**src/rtl/game_pkg.sv**
```systemverilog
// Shared encodings for the game screen sequencer and its overlays.
package game_pkg;

  // Committed screen / FSM state encodings.
  typedef enum logic [2:0] {
    ScrMenu   = 3'd0,
    ScrStage1 = 3'd1,
    ScrDie1   = 3'd2,
    ScrClear1 = 3'd3,
    ScrStage2 = 3'd4,
    ScrDie2   = 3'd5,
    ScrWin    = 3'd6
  } screen_e;

  // One-cycle key codes from the keyboard front end.
  localparam logic [4:0] KeyMove = 5'h1e;
  localparam logic [4:0] KeySel  = 5'h1d;

  // Overlay selection codes.
  localparam logic [1:0] SelStart   = 2'b00;
  localparam logic [1:0] SelRestart = 2'b00;
  localparam logic [1:0] SelMenu    = 2'b01;
  localparam logic [1:0] SelNone    = 2'b11;

  // Entering either playable stage requires the game logic to reset.
  function automatic logic is_stage(screen_e s);
    return (s == ScrStage1) || (s == ScrStage2);
  endfunction

  // Encoding 7 is unused and must recover to the menu.
  function automatic logic screen_valid(logic [2:0] s);
    return s <= 3'd6;
  endfunction

endpackage

```
**src/rtl/frame_tick.sv**
```systemverilog
// Single-cycle per-frame pulse at a fixed (x, y) position.
// The raw match lasts a whole pixel (several clocks), so only its rising edge is reported.
module frame_tick #(
  parameter int unsigned FRAME_X = 0,
  parameter int unsigned FRAME_Y = 480
) (
  input  logic       i_clk,
  input  logic       i_rst,
  input  logic [9:0] i_x,
  input  logic [9:0] i_y,
  output logic       o_tick
);

  logic w_match;
  logic r_match;
  logic r_match_d;

  assign w_match = (i_x == 10'(FRAME_X)) && (i_y == 10'(FRAME_Y));

  // Register the raw match and keep one cycle of history for edge detection.
  always_ff @(posedge i_clk or negedge i_rst) begin
    if (!i_rst) begin
      r_match   <= 1'b0;
      r_match_d <= 1'b0;
    end else begin
      r_match   <= w_match;
      r_match_d <= r_match;
    end
  end

  assign o_tick = r_match & ~r_match_d;

endmodule

```
**src/rtl/game_screen_ctrl.sv**
```systemverilog
// Top-level screen sequencer: latches screen-change requests and commits them at a
// frame boundary, drives the rgb mux and the stage-reset pulse.
module game_screen_ctrl
  import game_pkg::*;
#(
  parameter int unsigned FRAME_X      = 0,
  parameter int unsigned FRAME_Y      = 480,
  parameter int unsigned CLEAR_FRAMES = 120
) (
  input  logic       i_clk,
  input  logic       i_rst,
  input  logic [9:0] i_x,
  input  logic [9:0] i_y,
  input  logic [4:0] i_key_pulse,
  input  logic [1:0] i_menu_sel,
  input  logic [1:0] i_die1_sel,
  input  logic [1:0] i_die2_sel,
  input  logic       i_die_evt,
  input  logic       i_clr_evt,
  input  logic [2:0] i_rgb_menu,
  input  logic [2:0] i_rgb_st1,
  input  logic [2:0] i_rgb_die1,
  input  logic [2:0] i_rgb_clr,
  input  logic [2:0] i_rgb_st2,
  input  logic [2:0] i_rgb_die2,
  input  logic [2:0] i_rgb_win,
  output logic [2:0] o_rgb,
  output logic [2:0] o_screen,
  output logic       o_stage_rst,
  output logic       o_pend
);

  localparam int unsigned CntW = (CLEAR_FRAMES > 1) ? $clog2(CLEAR_FRAMES) : 1;
  localparam logic [CntW-1:0] CntMax = CntW'(CLEAR_FRAMES - 1);

  logic            w_tick;
  logic            w_req;
  screen_e         w_req_tgt;
  screen_e         r_screen;
  screen_e         r_target;
  logic            r_pend;
  logic            r_stage_rst;
  logic [CntW-1:0] r_clr_cnt;

  frame_tick #(
    .FRAME_X (FRAME_X),
    .FRAME_Y (FRAME_Y)
  ) u_frame_tick (
    .i_clk  (i_clk),
    .i_rst  (i_rst),
    .i_x    (i_x),
    .i_y    (i_y),
    .o_tick (w_tick)
  );

  // Decode a transition request from the committed screen and this cycle's inputs.
  always_comb begin
    w_req     = 1'b0;
    w_req_tgt = ScrMenu;
    case (r_screen)
      ScrMenu: begin
        if (i_menu_sel == SelStart) begin
          w_req     = 1'b1;
          w_req_tgt = ScrStage1;
        end
      end
      ScrStage1: begin
        // Death beats a same-cycle clear.
        if (i_die_evt) begin
          w_req     = 1'b1;
          w_req_tgt = ScrDie1;
        end else if (i_clr_evt) begin
          w_req     = 1'b1;
          w_req_tgt = ScrClear1;
        end
      end
      ScrDie1: begin
        if (i_die1_sel == SelRestart) begin
          w_req     = 1'b1;
          w_req_tgt = ScrStage1;
        end else if (i_die1_sel == SelMenu) begin
          w_req     = 1'b1;
          w_req_tgt = ScrMenu;
        end
      end
      ScrClear1: begin
        if ((i_key_pulse == KeySel) || (w_tick && (r_clr_cnt == CntMax))) begin
          w_req     = 1'b1;
          w_req_tgt = ScrStage2;
        end
      end
      ScrStage2: begin
        if (i_die_evt) begin
          w_req     = 1'b1;
          w_req_tgt = ScrDie2;
        end else if (i_clr_evt) begin
          w_req     = 1'b1;
          w_req_tgt = ScrWin;
        end
      end
      ScrDie2: begin
        if (i_die2_sel == SelRestart) begin
          w_req     = 1'b1;
          w_req_tgt = ScrStage2;
        end else if (i_die2_sel == SelMenu) begin
          w_req     = 1'b1;
          w_req_tgt = ScrMenu;
        end
      end
      ScrWin: begin
        if (i_key_pulse == KeySel) begin
          w_req     = 1'b1;
          w_req_tgt = ScrMenu;
        end
      end
      default: ;
    endcase
  end

  // Screen FSM: latch first request, commit it on the next frame tick.
  always_ff @(posedge i_clk or negedge i_rst) begin
    if (!i_rst) begin
      r_screen    <= ScrMenu;
      r_target    <= ScrMenu;
      r_pend      <= 1'b0;
      r_stage_rst <= 1'b0;
      r_clr_cnt   <= '0;
    end else begin
      r_stage_rst <= 1'b0;
      if (w_tick && r_pend) begin
        r_screen    <= r_target;
        r_pend      <= 1'b0;
        r_stage_rst <= is_stage(r_target);
        if (r_target == ScrClear1) begin
          r_clr_cnt <= '0;
        end
      end else begin
        if (w_tick) begin
          if ((r_screen == ScrClear1) && (r_clr_cnt != CntMax)) begin
            r_clr_cnt <= r_clr_cnt + 1'b1;
          end
          if (!screen_valid(r_screen)) begin
            r_screen <= ScrMenu;
          end
        end
        // A request seen on a tick cycle still waits for the following tick.
        if (!r_pend && w_req) begin
          r_pend   <= 1'b1;
          r_target <= w_req_tgt;
        end
      end
    end
  end

  // Pixel colour follows the committed screen only.
  always_comb begin
    o_rgb = 3'b000;
    case (r_screen)
      ScrMenu:   o_rgb = i_rgb_menu;
      ScrStage1: o_rgb = i_rgb_st1;
      ScrDie1:   o_rgb = i_rgb_die1;
      ScrClear1: o_rgb = i_rgb_clr;
      ScrStage2: o_rgb = i_rgb_st2;
      ScrDie2:   o_rgb = i_rgb_die2;
      ScrWin:    o_rgb = i_rgb_win;
      default:   o_rgb = 3'b000;
    endcase
  end

  assign o_screen    = r_screen;
  assign o_pend      = r_pend;
  assign o_stage_rst = r_stage_rst;

endmodule

```
**config.mk**
```make
export PLATFORM = sky130hd
export DESIGN_NAME = game_screen_ctrl
export DESIGN_NICKNAME = d
export VERILOG_FILES = /design/src/rtl/game_pkg.sv /design/src/rtl/frame_tick.sv /design/src/rtl/game_screen_ctrl.sv
export SDC_FILE = /design/constraint.sdc
export NUM_CORES = 1
export LEC_CHECK = 0
export ABC_AREA = 1
export BUFFER_PORTS_ARGS = -buffer_cell sky130_fd_sc_hd__buf_2
export CAP_MARGIN = 20
export CORE_UTILIZATION = 45
export DETAILED_ROUTE_END_ITERATION = 12
export PLACE_DENSITY = 0.87
export SLEW_MARGIN = 25
export SYNTH_ARGS = -nofsm -noshare
export SYNTH_HDL_FRONTEND = slang
export SYNTH_SLANG_ARGS = --single-unit
```
**constraint.sdc**
```tcl
create_clock -name i_clk -period 1.65 [get_ports i_clk]
set_input_delay 0.33 -clock i_clk [delete_from_list [all_inputs] [get_ports i_clk]]
set_output_delay 0.33 -clock i_clk [all_outputs]
set_load 0.02 [all_outputs]
```
* After elaboration in Yosys (flattened, before gate mapping) *
Index checks and enable logic that the tools add are counted.

storage, ports and cells
  flip-flop bits (word level) = 17
  latch bits = 0
  memory bits (writable) = 0
  ROM bits = 0
  input bits = 56
  output and inout port bits = 8
  word-level logic and storage cells = 79
  memories = 0

operators by class
  $add $sub $neg = 1
  multiply operators = 0
  div/mod/pow operators = 0
  order comparisons = 1
  equal/unequal tests = 17
  shifts and indexed selects = 0
  muxes and demuxes = 30
  bitwise logic cells = 3
  reductions and logical operators = 20

operators by type and width
  cell                   number
  $mux W7                4
  $mux W3                7
  $pmux W3 S7            1
  $pmux W3 S6            1
  $mux W1                14
  $eq A3 B3 Y1 const B   4
  $eq A10 B9 Y1 const B  1
  $logic_not A10 Y1      1
  $eq A3 B2 Y1 const B   3
  $add A7 B1 Y7 const B  1
  $eq A7 B7 Y1 const B   1
  $ne A7 B7 Y1 const B   1
  $eq A3 B1 Y1 const B   2
  $logic_not A2 Y1       3
  $pmux W1 S6            1
  $reduce_bool A2 Y1     3
  $eq A5 B5 Y1 const B   1
  $logic_and A1 B1 Y1    5
  $eq A2 B1 Y1 const B   2
  $mux W2                2
  $reduce_and A2 Y1      2
  $le A3 B3 Y1 const B   1
  $logic_not A3 Y1       1
  $reduce_and A3 Y1      1
  7 further kinds        9

* Logic depth before layout (Yosys ltp) *
Gate-level depths: netlist of run 1.

  depth after elaboration = 9
  gate-level depth with buffers = 10
  gate-level depth less buffers = 10

* Cells and area by module *
Synthesis of run 1 repeated with hierarchy kept, for this count alone.

unflattened totals
  cells, all modules = 197
  area, all modules = 1307.5 um^2

modules (own cells, without submodules)
  module            times used  cells each  area an instance (um^2)  sequential area each (um^2)
  game_screen_ctrl  1           169         1156.1                   375.4
  frame_tick        1           28          151.4                    50.0

* Worst setup path before layout of run 1 *
Ideal clock, no wire load.

  kind = flip-flop to output port
  start point = register r_screen[1], in the netlist o_screen[1]
  end point = output port o_rgb[0]
  data arrival time = 1.292 ns
  data required time = 1.320 ns
  slack = 0.028 ns
  cell stages (with the launch flop) = 7
  buffers on the path = 0
  cell sequence = dfrtp_1 > inv_2 > nand2_1 > nor2_1 > nand2_1 > and3_1 > nand3_1

on the way
  word-level cells in the longest chain between the ends = 2
  elaborated cells between the ends (all ways) = 8
  those cells by class = eq/ne (6); mux (1); reduce/logical (1)

RTL lines
  what                                  line                     source
  from (decl)                           game_screen_ctrl.sv:39   screen_e r_screen;
  from (signal assigned)                game_screen_ctrl.sv:123  r_screen <= ScrMenu;
  from (signal assigned)                game_screen_ctrl.sv:131  r_screen <= r_target;
  from (signal assigned)                game_screen_ctrl.sv:143  r_screen <= ScrMenu;
  $eq A3 B3 Y1 (tied with other cells)  game_screen_ctrl.sv:158  case (r_screen)
  $pmux W3 S7 (*)                       game_screen_ctrl.sv:158
  to (decl)                             game_screen_ctrl.sv:27   output logic [2:0] o_rgb,

Mark *: on every way between the ends. The rest lies on a longest branch, timed or not.

* Worst setup path after layout of run 1 *
  start point = register r_screen[1], in the netlist o_screen[1]
  end point = output port o_rgb[1]

Same word-level chain as after synthesis.

==> run_results.csv, run 1 <==
group,metric,value,unit
setup_path,critPathKind,"flop to primary output",
cells_and_area,layout.nets,308,
synth,netlist_area,0.00125,mm^2
die,ios,64,
clock_tree,cts.sinks,17,
sta,maxSlewHeadroom,75.1,%
power_and_ir_drop,ir_drop,0.000543,V
setup_path,crit_start,"o_screen[1]",
setup_path,rrSetupSlack,0.19,ns
setup_path,cp_data_required_time,1.32,ns
sta,rsz0062_at_grt,"yes",
placement,place_area,0.00163,mm^2
setup_path,crit_path_max_fanout,5,
setup_path,worst_r2r_endpoint,"r_clr_cnt[6]",
cells_and_area,area_delta_synth_final,39.4,%
drt,ant_nets,0,
hold_path,worstHoldStart,"i_x[6]",
global_route,grt_pass1_wl,5270,um
drt,vias,1431,
synth,synth_seq_cells,17,
sta,worst_slack,-0.237,ns
drt,drc,0,
cells_and_area,n_antenna_cell,0,
global_route,grt_max_degree,18,
drt,finalWirelength,3180,um
clock_tree,clock_latency,0.29,ns
sta,fin_worst_skew,0.0103,ns
drt,wire_per_inst,11.3,um
power_and_ir_drop,clkPwrFrac,29.3,%
synth,yosysSeqAreaShare,34.0,%
power_and_ir_drop,internal-power,0.572,mW
placement,port_buffers,63,
synth,yosysTopAreaCellShare,34.0,%
synth,yosysUniqueCellTypes,29,
synth,avgSynthCellArea,7.07,um^2
cells_and_area,final_area,0.00174,mm^2
cells_and_area,fin_cells,280,
power_and_ir_drop,seq_power_share,56.2,%
power_and_ir_drop,power_density,424,mW/mm^2
sta,setup_viol,3,
hold_path,hold_end,"u_frame_tick.r_match",
placement,pre_cts_slack,0.0687,ns
power_and_ir_drop,pwr-share-comb,14.4,%
power_and_ir_drop,cellLeakagePower,0.915,nW
placement,hpwl,2500,um
die,rows,18,
clock_tree,cts-htree-levels,1,
clock_tree,cts_tree,"yes",
power_and_ir_drop,p_switching,0.168,mW
synth,syn-num-nets,234,
die,start_util,49.2,%
drt,drt-initial-drc-count,28,
placement,place_inst,274,
drt,dr.pass1.iters,5,
die,core_area,0.00254,mm^2
sta,worst_slew_pin_slew,0.373,ns
job,drv_cap,0,
cells_and_area,drive_gt1_share,41.6,%
die,die_h,54.7,um
setup_path,start_kind,"flop",
power_and_ir_drop,power.total,0.740,mW
setup_path,rr_worst_depth,8,
synth,yosys.area.top_type,"dfrtp_1",
die,dieArea,0.00300,mm^2
clock_tree,clk_pin_slew_worst_paths,0.10,ns
sta,layout_min_cycle_time,1.89,ns
synth,yosys-top-cells-area,"dfrtp_1 (34%), nand2_1 (13%), nand3_1 (9.6%)",
outcome,violations,"setup timing",
synth,synthCells,177,
global_route,grt-ovfl-total,0,
clock_tree,numCtsBuffers,3,
global_route,grt_usage,23.9,%
sta,final_max_slew_viol_count,0,
setup_path,r2r-start,"o_screen[2]",
die,chipWidth,54.7,um
hold_path,hp-class,"input port to flop",
placement,gp_congestion,0.908,
hold_path,min_path_cells,4,
outcome,status,"complete, but fails checks",
setup_path,endpoint_kind,"primary output",
drt,viasPerCell,5.11,
global_route,grt_pass1_vias,1337,
global_route,antenna_found_initial,0,
sta,finalHoldViolCount,0,
power_and_ir_drop,netSwitchingFraction,22.7,%
sta,post-route-period-util,114,%
clock_tree,root_buffer,"clkbuf_4",
clock_tree,cts_buffer_depth,2,
setup_path,critPathArrivalTime,1.56,ns
synth,ys_warn_count,0,
sta,timing.fmax,0.530,GHz
registers in the layout, summed over array words and instances (netlist names):
register and count:
u_frame_tick.r_match 1, r_clr_cnt 7, u_frame_tick.r_match_d 1, r_target 3
o_screen 3, o_pend 1, o_stage_rst 1
power groups by stage:
stage	sequential [mW]	clock, mW	combinational [mW]
2_1_floorplan	0.425	0	0.0245
3_3_place_gp	0.425	0	0.100
3_5_place_dp	0.425	0	0.101
4_1_cts	0.416	0.222	0.106
5_1_grt	0.416	0.236	0.121
6_report	0.416	0.217	0.107
cell type report:
type | count | area (um^2)
clock buffer | 4 | 26.3
timing repair buffer | 71 | 409
inverter | 26 | 105
multi-input combinational | 132 | 737
tap | 30 | 37.5
fill | 225 | 801
sequential | 17 | 429
worst max-delay path, cell delays in order, from the launching register on:
cell and delay [ns]:
dfrtp_2 0.48, inv_4 0.07, nand2_2 0.10, nor2_2 0.06, a22o_1 0.17, a21oi_1 0.12, nand3_1 0.12, buf_6 0.15
synthesized netlist by cell type (all sizes together):
cell and number:
dfrtp 17, and3 1, nor4 4, nand4 2, nor3b 1, a22o 3
inv 26, ha 1, a21oi 6, o22ai 2, nor3 1, or2 2
o21ai 10, a211oi 1, nand3 27, buf 2, xor2 5, nand2 46
nor2 20
how the worst max path moves through the flow:
stage,endpoint,slack (ns)
6_report,o_rgb[1],-0.24
5_1_grt,o_rgb[0],-0.31
4_1_cts,o_rgb[2],-0.20
3_5_place_dp,r_clr_cnt[6],0.07
3_3_place_gp,o_rgb[0],0.10
2_1_floorplan,o_rgb[0],0.03
per-stage QoR:
step / hold slack (ns) / util (%) / TNS, ns
floorplan: 0.0344 / - / 0
global placement: 0.266 / 64.1 / 0
detailed placement: 0.268 / 64.1 / 0
CTS: 0.255 / 66.4 / -0.578
global route: 0.290 / 68.5 / -0.900
finish: 0.268 / 68.5 / -0.679
per-layer routing:
layer  global-route usage, %  part of all wire, %  up-vias
li1                        -                    -      729
met1                    30.2                   43      648
met2                    41.6                   50       50
met3                    4.17                  6.3        4
met4                    5.56                 0.82        0
met5                       0                    0        -
what timing repair did:
action	in CTS	in global routing
hold buffers	1	0
pin swaps	2	2
setup endpoints to repair	3	7
cloned	0	0
setup buffers	0	1
resized for setup	10	10
hold endpoints to repair	17	0
cell usage in the layout (no fill, tap or decap), types with 4 or more instances in the layout:
master	synthesis	final
nor2_1	16	11
inv_1	20	20
a21oi_1	5	4
buf_4	1	6
nand3_1	24	24
nor4_1	4	4
dfrtp_1	17	14
buf_2	0	60
nor2_4	3	4
o21ai_0	7	7
xor2_1	5	5
nand2_1	44	43
nor2_2	1	5
cells by family after synthesis:
family                     share of synthesized area [%]
AOI/OAI and AO/OA                                   11.9
xor gates and xnor gates                            3.50
adders and majority gates                           1.00
and+or+nand+nor                                     40.1
DFF                                                 34.0
buffers and inverters                               9.50
(Power assumes the default switching activity.)
==> run 2, diff against run 1 <==
--- a/config.mk
+++ b/config.mk
@@ -5,10 +5,10 @@
 export SDC_FILE = /design/constraint.sdc
 export NUM_CORES = 1
 export LEC_CHECK = 0
-export ABC_AREA = 1
+export ABC_AREA = 0
 export BUFFER_PORTS_ARGS = -buffer_cell sky130_fd_sc_hd__buf_2
 export CAP_MARGIN = 20
-export CORE_UTILIZATION = 45
+export CORE_UTILIZATION = 44
 export DETAILED_ROUTE_END_ITERATION = 12
 export PLACE_DENSITY = 0.87
 export SLEW_MARGIN = 25
==> run 2 against run 1 <==
Net effect:
- the flow still finishes with violations (setup timing)
- die area down 3.1%
- clock power up 12%
- area after synthesis down 5.4%
- design area up 9.6%
- power up 32%
- sequential cell count unchanged
- wire length up 32%
- utilization up 7.9 points
==> run_results.csv, run 2 <==
group,metric,value,unit
outcome,status,"complete, but fails checks",
outcome,violations,"setup timing",
cells_and_area,area_delta_synth_final,61.5,%
placement,hpwl,2650,um
setup_path,cp_data_required_time,1.32,ns
placement,port_buffers,63,
drt,viasPerCell,5.87,
sta,layout_min_cycle_time,1.94,ns
setup_path,r2r-start,"o_screen[2]",
die,dieArea,0.00290,mm^2
synth,ys_warn_count,0,
power_and_ir_drop,power_density,511,mW/mm^2
synth,yosysUniqueCellTypes,44,
synth,synth_edf_count,0,
synth,synth-async-reset-ratio,100,%
job,drv_cap,0,
global_route,grt_max_degree,18,
sta,rsz0062_at_grt,"yes",
global_route,antenna_found_initial,0,
die,chipWidth,53.9,um
hold_path,hp-class,"input port to flop",
sta,worst_slew_pin_slew,0.388,ns
die,die_h,53.9,um
drt,top_layer,"met4",
synth,synthCells,133,
synth,yosysSeqAreaShare,35.9,%
sta,worst_slack,-0.292,ns
cells_and_area,largest_reg_flops,7,
die,rows,18,
setup_path,critPathKind,"flop to primary output",
sta,setup_viol,10,
clock_tree,clk_pin_slew_worst_paths,0.11,ns
clock_tree,numCtsBuffers,3,
drt,wl_met1,1530,um
synth,synth_seq_cells,17,
sta,timing.fmax,0.515,GHz
cells_and_area,mostFrequentLayoutCell,"buf_2",
die,ios,64,
synth,netlist_area,0.00118,mm^2
setup_path,crit_path_max_fanout,7,
cells_and_area,final_cell_mix,"buf_2 (60), buf_4 (30), dfrtp_1 (13)",
synth,yosys.area.top_type,"dfrtp_1",
cells_and_area,registers.top_by_ff_count,"r_clr_cnt",
clock_tree,root_buffer,"clkbuf_4",
global_route,grt_pass1_vias,1470,
placement,gp_congestion,0.827,
clock_tree,cts_tree,"yes",
drt,ant_nets,0,
synth,synth.most_common_cell,"dfrtp_1",
synth,yosysTopAreaCellShare,35.9,%
clock_tree,cts.sinks,17,
sta,finalHoldViolCount,0,
sta,maxSlewHeadroom,74.1,%
clock_tree,cts_buffer_depth,2,
drt,finalWirelength,4210,um
placement,pre_cts_slack,-0.0501,ns
global_route,grt_usage,28.7,%
synth,yosys-top-cells-area,"dfrtp_1 (36%), nor2_1 (4.8%), mux4_2 (3.8%)",
synth,ys_top_cells_by_count,"dfrtp_1 (17), nor2_1 (15), nand2_1 (8), o21ai_0 (7), a21oi_1 (6)",
synth,syn-num-nets,190,
global_route,grt-ovfl-total,0,
setup_path,critPathArrivalTime,1.61,ns
drt,wire_per_inst,16.4,um
die,core_area,0.00250,mm^2
clock_tree,clock_latency,0.31,ns
synth,synth_flop_cell,"dfrtp_1",
setup_path,crit_start,"o_screen[0]",
drt,drt-initial-drc-count,57,
die,start_util,47.3,%
drt,wl_met3,313,um
clock_tree,cts-htree-levels,1,
cells_and_area,fin_util,76.5,%
cells_and_area,n_antenna_cell,0,
sta,fin_worst_skew,0.00218,ns
drt,vias,1502,
power_and_ir_drop,ir_drop,0.000488,V
sta,hold_slack,0.241,ns
drt,drc,0,
drt,dr.pass1.iters,4,
cells_and_area,layout.nets,284,
hold_path,worstHoldStart,"i_x[8]",
global_route,grt_pass1_wl,5850,um
synth,avgSynthCellArea,8.90,um^2
drt,wl_met2,2090,um
cells_and_area,drive_gt1_share,56.2,%
setup_path,start_kind,"flop",
sta,final_max_slew_viol_count,0,
setup_path,endpoint_kind,"primary output",
power_and_ir_drop,cellLeakagePower,0.902,nW
sta,post-route-period-util,118,%
run 2: changes by cell type after synthesis, sizes merged, moves of 4 or more:
cell	before	now
inv	26	6
nand2	46	8
nand2b	0	5
nand3	27	5
nor2	20	15
nor2b	0	4
nor3	1	5
run 2: final cells by class:
cell class	instances	area [um^2]
Multi-Input combinational cell	104	813
Fill cell	161	588
Timing Repair Buffer	95	581
Sequential cell	17	430
Tap cell	30	37.5
Clock buffer	3	22.5
Inverter	6	22.5
Clock inverter	1	5.00
run 2: final timing paths:
kind | endpoint | slack, ns | depth (start not counted)
min in group asynchronous | r_clr_cnt[5] | 0.46 | 2
worst min register to register | u_frame_tick.r_match_d | 0.41 | 0
max in group asynchronous | o_pend | 0.89 | 2
worst min-delay path | u_frame_tick.r_match | 0.24 | 4
worst max register to register | r_target[2] | -0.29 | 8
worst max-delay path | o_rgb[0] | -0.29 | 4
run 2: worst max-delay path, stage by stage (launching register included):
cell	delay (ns)
dfrtp_2	0.49
and3b_1	0.21
a222oi_1	0.36
o21ai_2	0.10
buf_6	0.14
run 2: stage by stage:
| stage | instances | TNS (ns) | instance area [um^2] | power [mW] |
|---|---|---|---|---|
| after floorplan | 133 | -0.0169 | 1220 | 0.576 |
| after global placement | 236 | -0.0395 | 1650 | 0.691 |
| after detailed placement | 236 | -0.0617 | 1650 | 0.700 |
| after CTS | 249 | -1.70 | 1810 | 0.940 |
| after global routing | 256 | -3.09 | 1910 | 1.02 |
| final | 256 | -2.57 | 1910 | 0.977 |
run 2: kinds of logic after synthesis:
| group | count (synthesis) | synth area share, % |
|---|---|---|
| xor gates and xnor gates | 6 | 4.44 |
| DFF | 17 | 35.9 |
| muxes | 6 | 7.61 |
| and+or+nand+nor | 58 | 25.7 |
| AOI/OAI and AO/OA | 33 | 20.8 |
| buffers and inverters | 12 | 4.44 |
| adders and majority gates | 1 | 1.06 |
run 2: metal layers:
layer / global-route usage [%] / up-vias
met5: 0 / -
met4: 25.0 / 0
met3: 6.78 / 29
met2: 49.8 / 96
met1: 28.3 / 701
li1: - / 676
run 2: power by group:
| group | switching [mW] | internal, mW | total [mW] | leakage (nW) |
|---|---|---|---|---|
| Combinational | 0.104 | 0.140 | 0.244 | 0.660 |
| Clock | 0.153 | 0.0907 | 0.244 | 0.0177 |
| Sequential | 0.0454 | 0.444 | 0.489 | 0.224 |
run 2: repair_timing:
| action | in CTS | in global routing |
|---|---|---|
| hold endpoints to repair | 17 | 0 |
| buffers inserted | 8 | 7 |
| endpoints found under the setup margin | 8 | 15 |
| hold buffers | 1 | 0 |
| resized for setup | 15 | 13 |
| pin swaps | 5 | 6 |
==> run 3, diff against run 2 <==
==> constraint.sdc (replaced) <==
create_clock -name i_clk -period 2 [get_ports i_clk]
set_input_delay 0.4 -clock i_clk [delete_from_list [all_inputs] [get_ports i_clk]]
set_output_delay 0.4 -clock i_clk [all_outputs]
set_load 0.02 [all_outputs]
==> run 3 against run 2 <==
Net effect:
- the flow now finishes without violations
- hold slack worse by 0.24 ns
- die area unchanged
- clock power shrank 25%
- critical path depth did not move
- sequential power decreased by 18%
- design area decreased by 13%
- sequential share of layout area is 3.3 points higher
- combinational power shrank 39%
- utilization shrank 10 points
- highest routed layer unchanged
==> run_results.csv, run 3 (synthesis results as in run 2) <==
group,metric,value,unit
outcome,status,"completed",
sta,maxSlewHeadroom,72.5,%
power_and_ir_drop,p_switching,0.199,mW
drt,wire_per_inst,12.9,um
die,start_util,47.3,%
setup_path,critPathKind,"flop to primary output",
global_route,grt_max_degree,18,
setup_path,crit_path_max_fanout,6,
placement,port_buffers,63,
power_and_ir_drop,power.total,0.732,mW
clock_tree,numCtsBuffers,3,
drt,finalWirelength,3090,um
global_route,grt_pass1_wl,4920,um
clock_tree,cts_tree,"yes",
die,chipWidth,53.9,um
global_route,gr-usage-met3,2.54,%
power_and_ir_drop,cellLeakagePower,0.799,nW
power_and_ir_drop,power_density,441,mW/mm^2
drt,vias,1311,
die,dieArea,0.00290,mm^2
cells_and_area,final_cell_mix,"buf_2 (62), nor2_1 (15), buf_4 (15)",
job,drv_cap,0,
sta,fin_worst_skew,0.000410,ns
sta,finalHoldViolCount,0,
global_route,busiest_layer,"met2",
sta,timing.fmax,0.503,GHz
global_route,use_met2,42.8,%
setup_path,start_kind,"flop",
global_route,grt-ovfl-total,0,
power_and_ir_drop,clkPwrFrac,24.9,%
clock_tree,clk_pin_slew_worst_paths,0.09,ns
power_and_ir_drop,ir_drop,0.000309,V
cells_and_area,drive_gt1_share,44.5,%
setup_path,cp_data_required_time,1.60,ns
setup_path,endpoint_kind,"primary output",
setup_path,r2r-start,"o_screen[1]",
cells_and_area,registers.top_by_ff_count,"r_clr_cnt",
power_and_ir_drop,internal-power,0.533,mW
clock_tree,cts.sinks,17,
power_and_ir_drop,seq_power_share,54.7,%
setup_path,crit_start,"o_screen[1]",
sta,worst_slew_pin_slew,0.412,ns
cells_and_area,layout.nets,267,
die,ios,64,
power_and_ir_drop,pwr-share-comb,20.4,%
die,die_h,53.9,um
die,rows,18,
clock_tree,clock_latency,0.29,ns
global_route,grt_pass1_vias,1153,
sta,rsz0062_at_grt,"yes",
sta,layout_min_cycle_time,1.99,ns
clock_tree,cts-htree-levels,1,
drt,drt-initial-drc-count,40,
sta,post-route-period-util,99.4,%
cells_and_area,final.fill_count,189,
cells_and_area,area_delta_synth_final,40.3,%
global_route,grt_usage,23.7,%
hold_path,hp-class,"input port to asynchronous set/reset pin",
drt,drc,0,
clock_tree,cts_buffer_depth,2,
placement,gp_congestion,0.958,
placement,hpwl,2340,um
clock_tree,root_buffer,"clkbuf_4",
sta,final_max_slew_viol_count,0,
global_route,use_met1,28.6,%
drt,ant_nets,0,
sta,setup_viol,0,
cells_and_area,largest_reg_flops,7,
cells_and_area,mostFrequentLayoutCell,"buf_2",
cells_and_area,n_antenna_cell,0,
die,core_area,0.00250,mm^2
global_route,antenna_found_initial,0,
power_and_ir_drop,netSwitchingFraction,27.2,%
clock_tree,holdBufCountCts,0,
drt,dr.pass1.iters,4,
setup_path,critPathArrivalTime,1.59,ns
placement,pre_cts_slack,0.142,ns
sta,worst_slack,0.0119,ns
drt,viasPerCell,5.49,
run 3: changes by cell type in the layout (fill, tap and decap cells not counted), sizes merged:
cell / previous run / this run
buf: 94 / 77
clkinv: 1 / 0
dlygate4sd3: 1 / 0
clkbuf: 3 / 5
run 3: final cells by class:
cell class | count | area [um^2] | area share, %
sequential | 17 | 429 | 25.8
multi-input combinational | 104 | 717 | 43.2
inverter | 6 | 22.5 | 1.36
clock buffer | 4 | 26.3 | 1.58
tap | 30 | 37.5 | 2.26
timing repair buffer | 78 | 428 | 25.8
run 3: power groups by stage:
| stage | sequential, mW | combinational [mW] | clock [mW] |
|---|---|---|---|
| finish | 0.400 | 0.150 | 0.182 |
| global route | 0.402 | 0.167 | 0.200 |
| CTS | 0.397 | 0.149 | 0.186 |
| floorplan | 0.394 | 0.0785 | 0 |
| detailed placement | 0.403 | 0.148 | 0 |
| global placement | 0.404 | 0.146 | 0 |
run 3: repair_timing:
item / in CTS / in global routing
setup endpoints to repair: 3 / 5
gates resized for setup: 3 / 4
setup buffers: 7 / 3
pin swaps: 0 / 3
run 3: stage by stage:
stage | hold WS [ns] | cell area, um^2 | instances | utilization (%) | TNS [ns]
global route | 0.0235 | 1660 | 239 | 66.4 | -0.0838
floorplan | 0.104 | 1180 | 133 | - | 0
finish | 0.000179 | 1660 | 239 | 66.4 | 0
detailed placement | 0.336 | 1540 | 225 | 61.8 | 0
global placement | 0.328 | 1540 | 225 | 61.8 | 0
CTS | 0.0173 | 1630 | 236 | 65.1 | 0
run 3: final timing paths:
kind | endpoint | slack, ns | cells past startpoint
setup / recovery | o_rgb[0] | 0.01 | 4
hold / removal | r_clr_cnt[5] | 0.0002 | 1
setup reg to reg | r_target[0] | 0.11 | 6
hold reg to reg | u_frame_tick.r_match_d | 0.41 | 0
max in group asynchronous | o_screen[0] | 1.72 | 1
min in group i_clk | u_frame_tick.r_match | 0.33 | 4
run 3: worst max-delay path, stage by stage (launching register included):
cell	delay, ns
dfrtp_2	0.47
and3b_2	0.25
a222oi_1	0.30
o21ai_1	0.11
buf_2	0.17
run 3: metal layers:
metal / vias to the layer above / part of all wire, %
met5: - / 0
met4: 0 / 1.8
met3: 7 / 6.1
met2: 61 / 51
met1: 598 / 41
li1: 645 / -
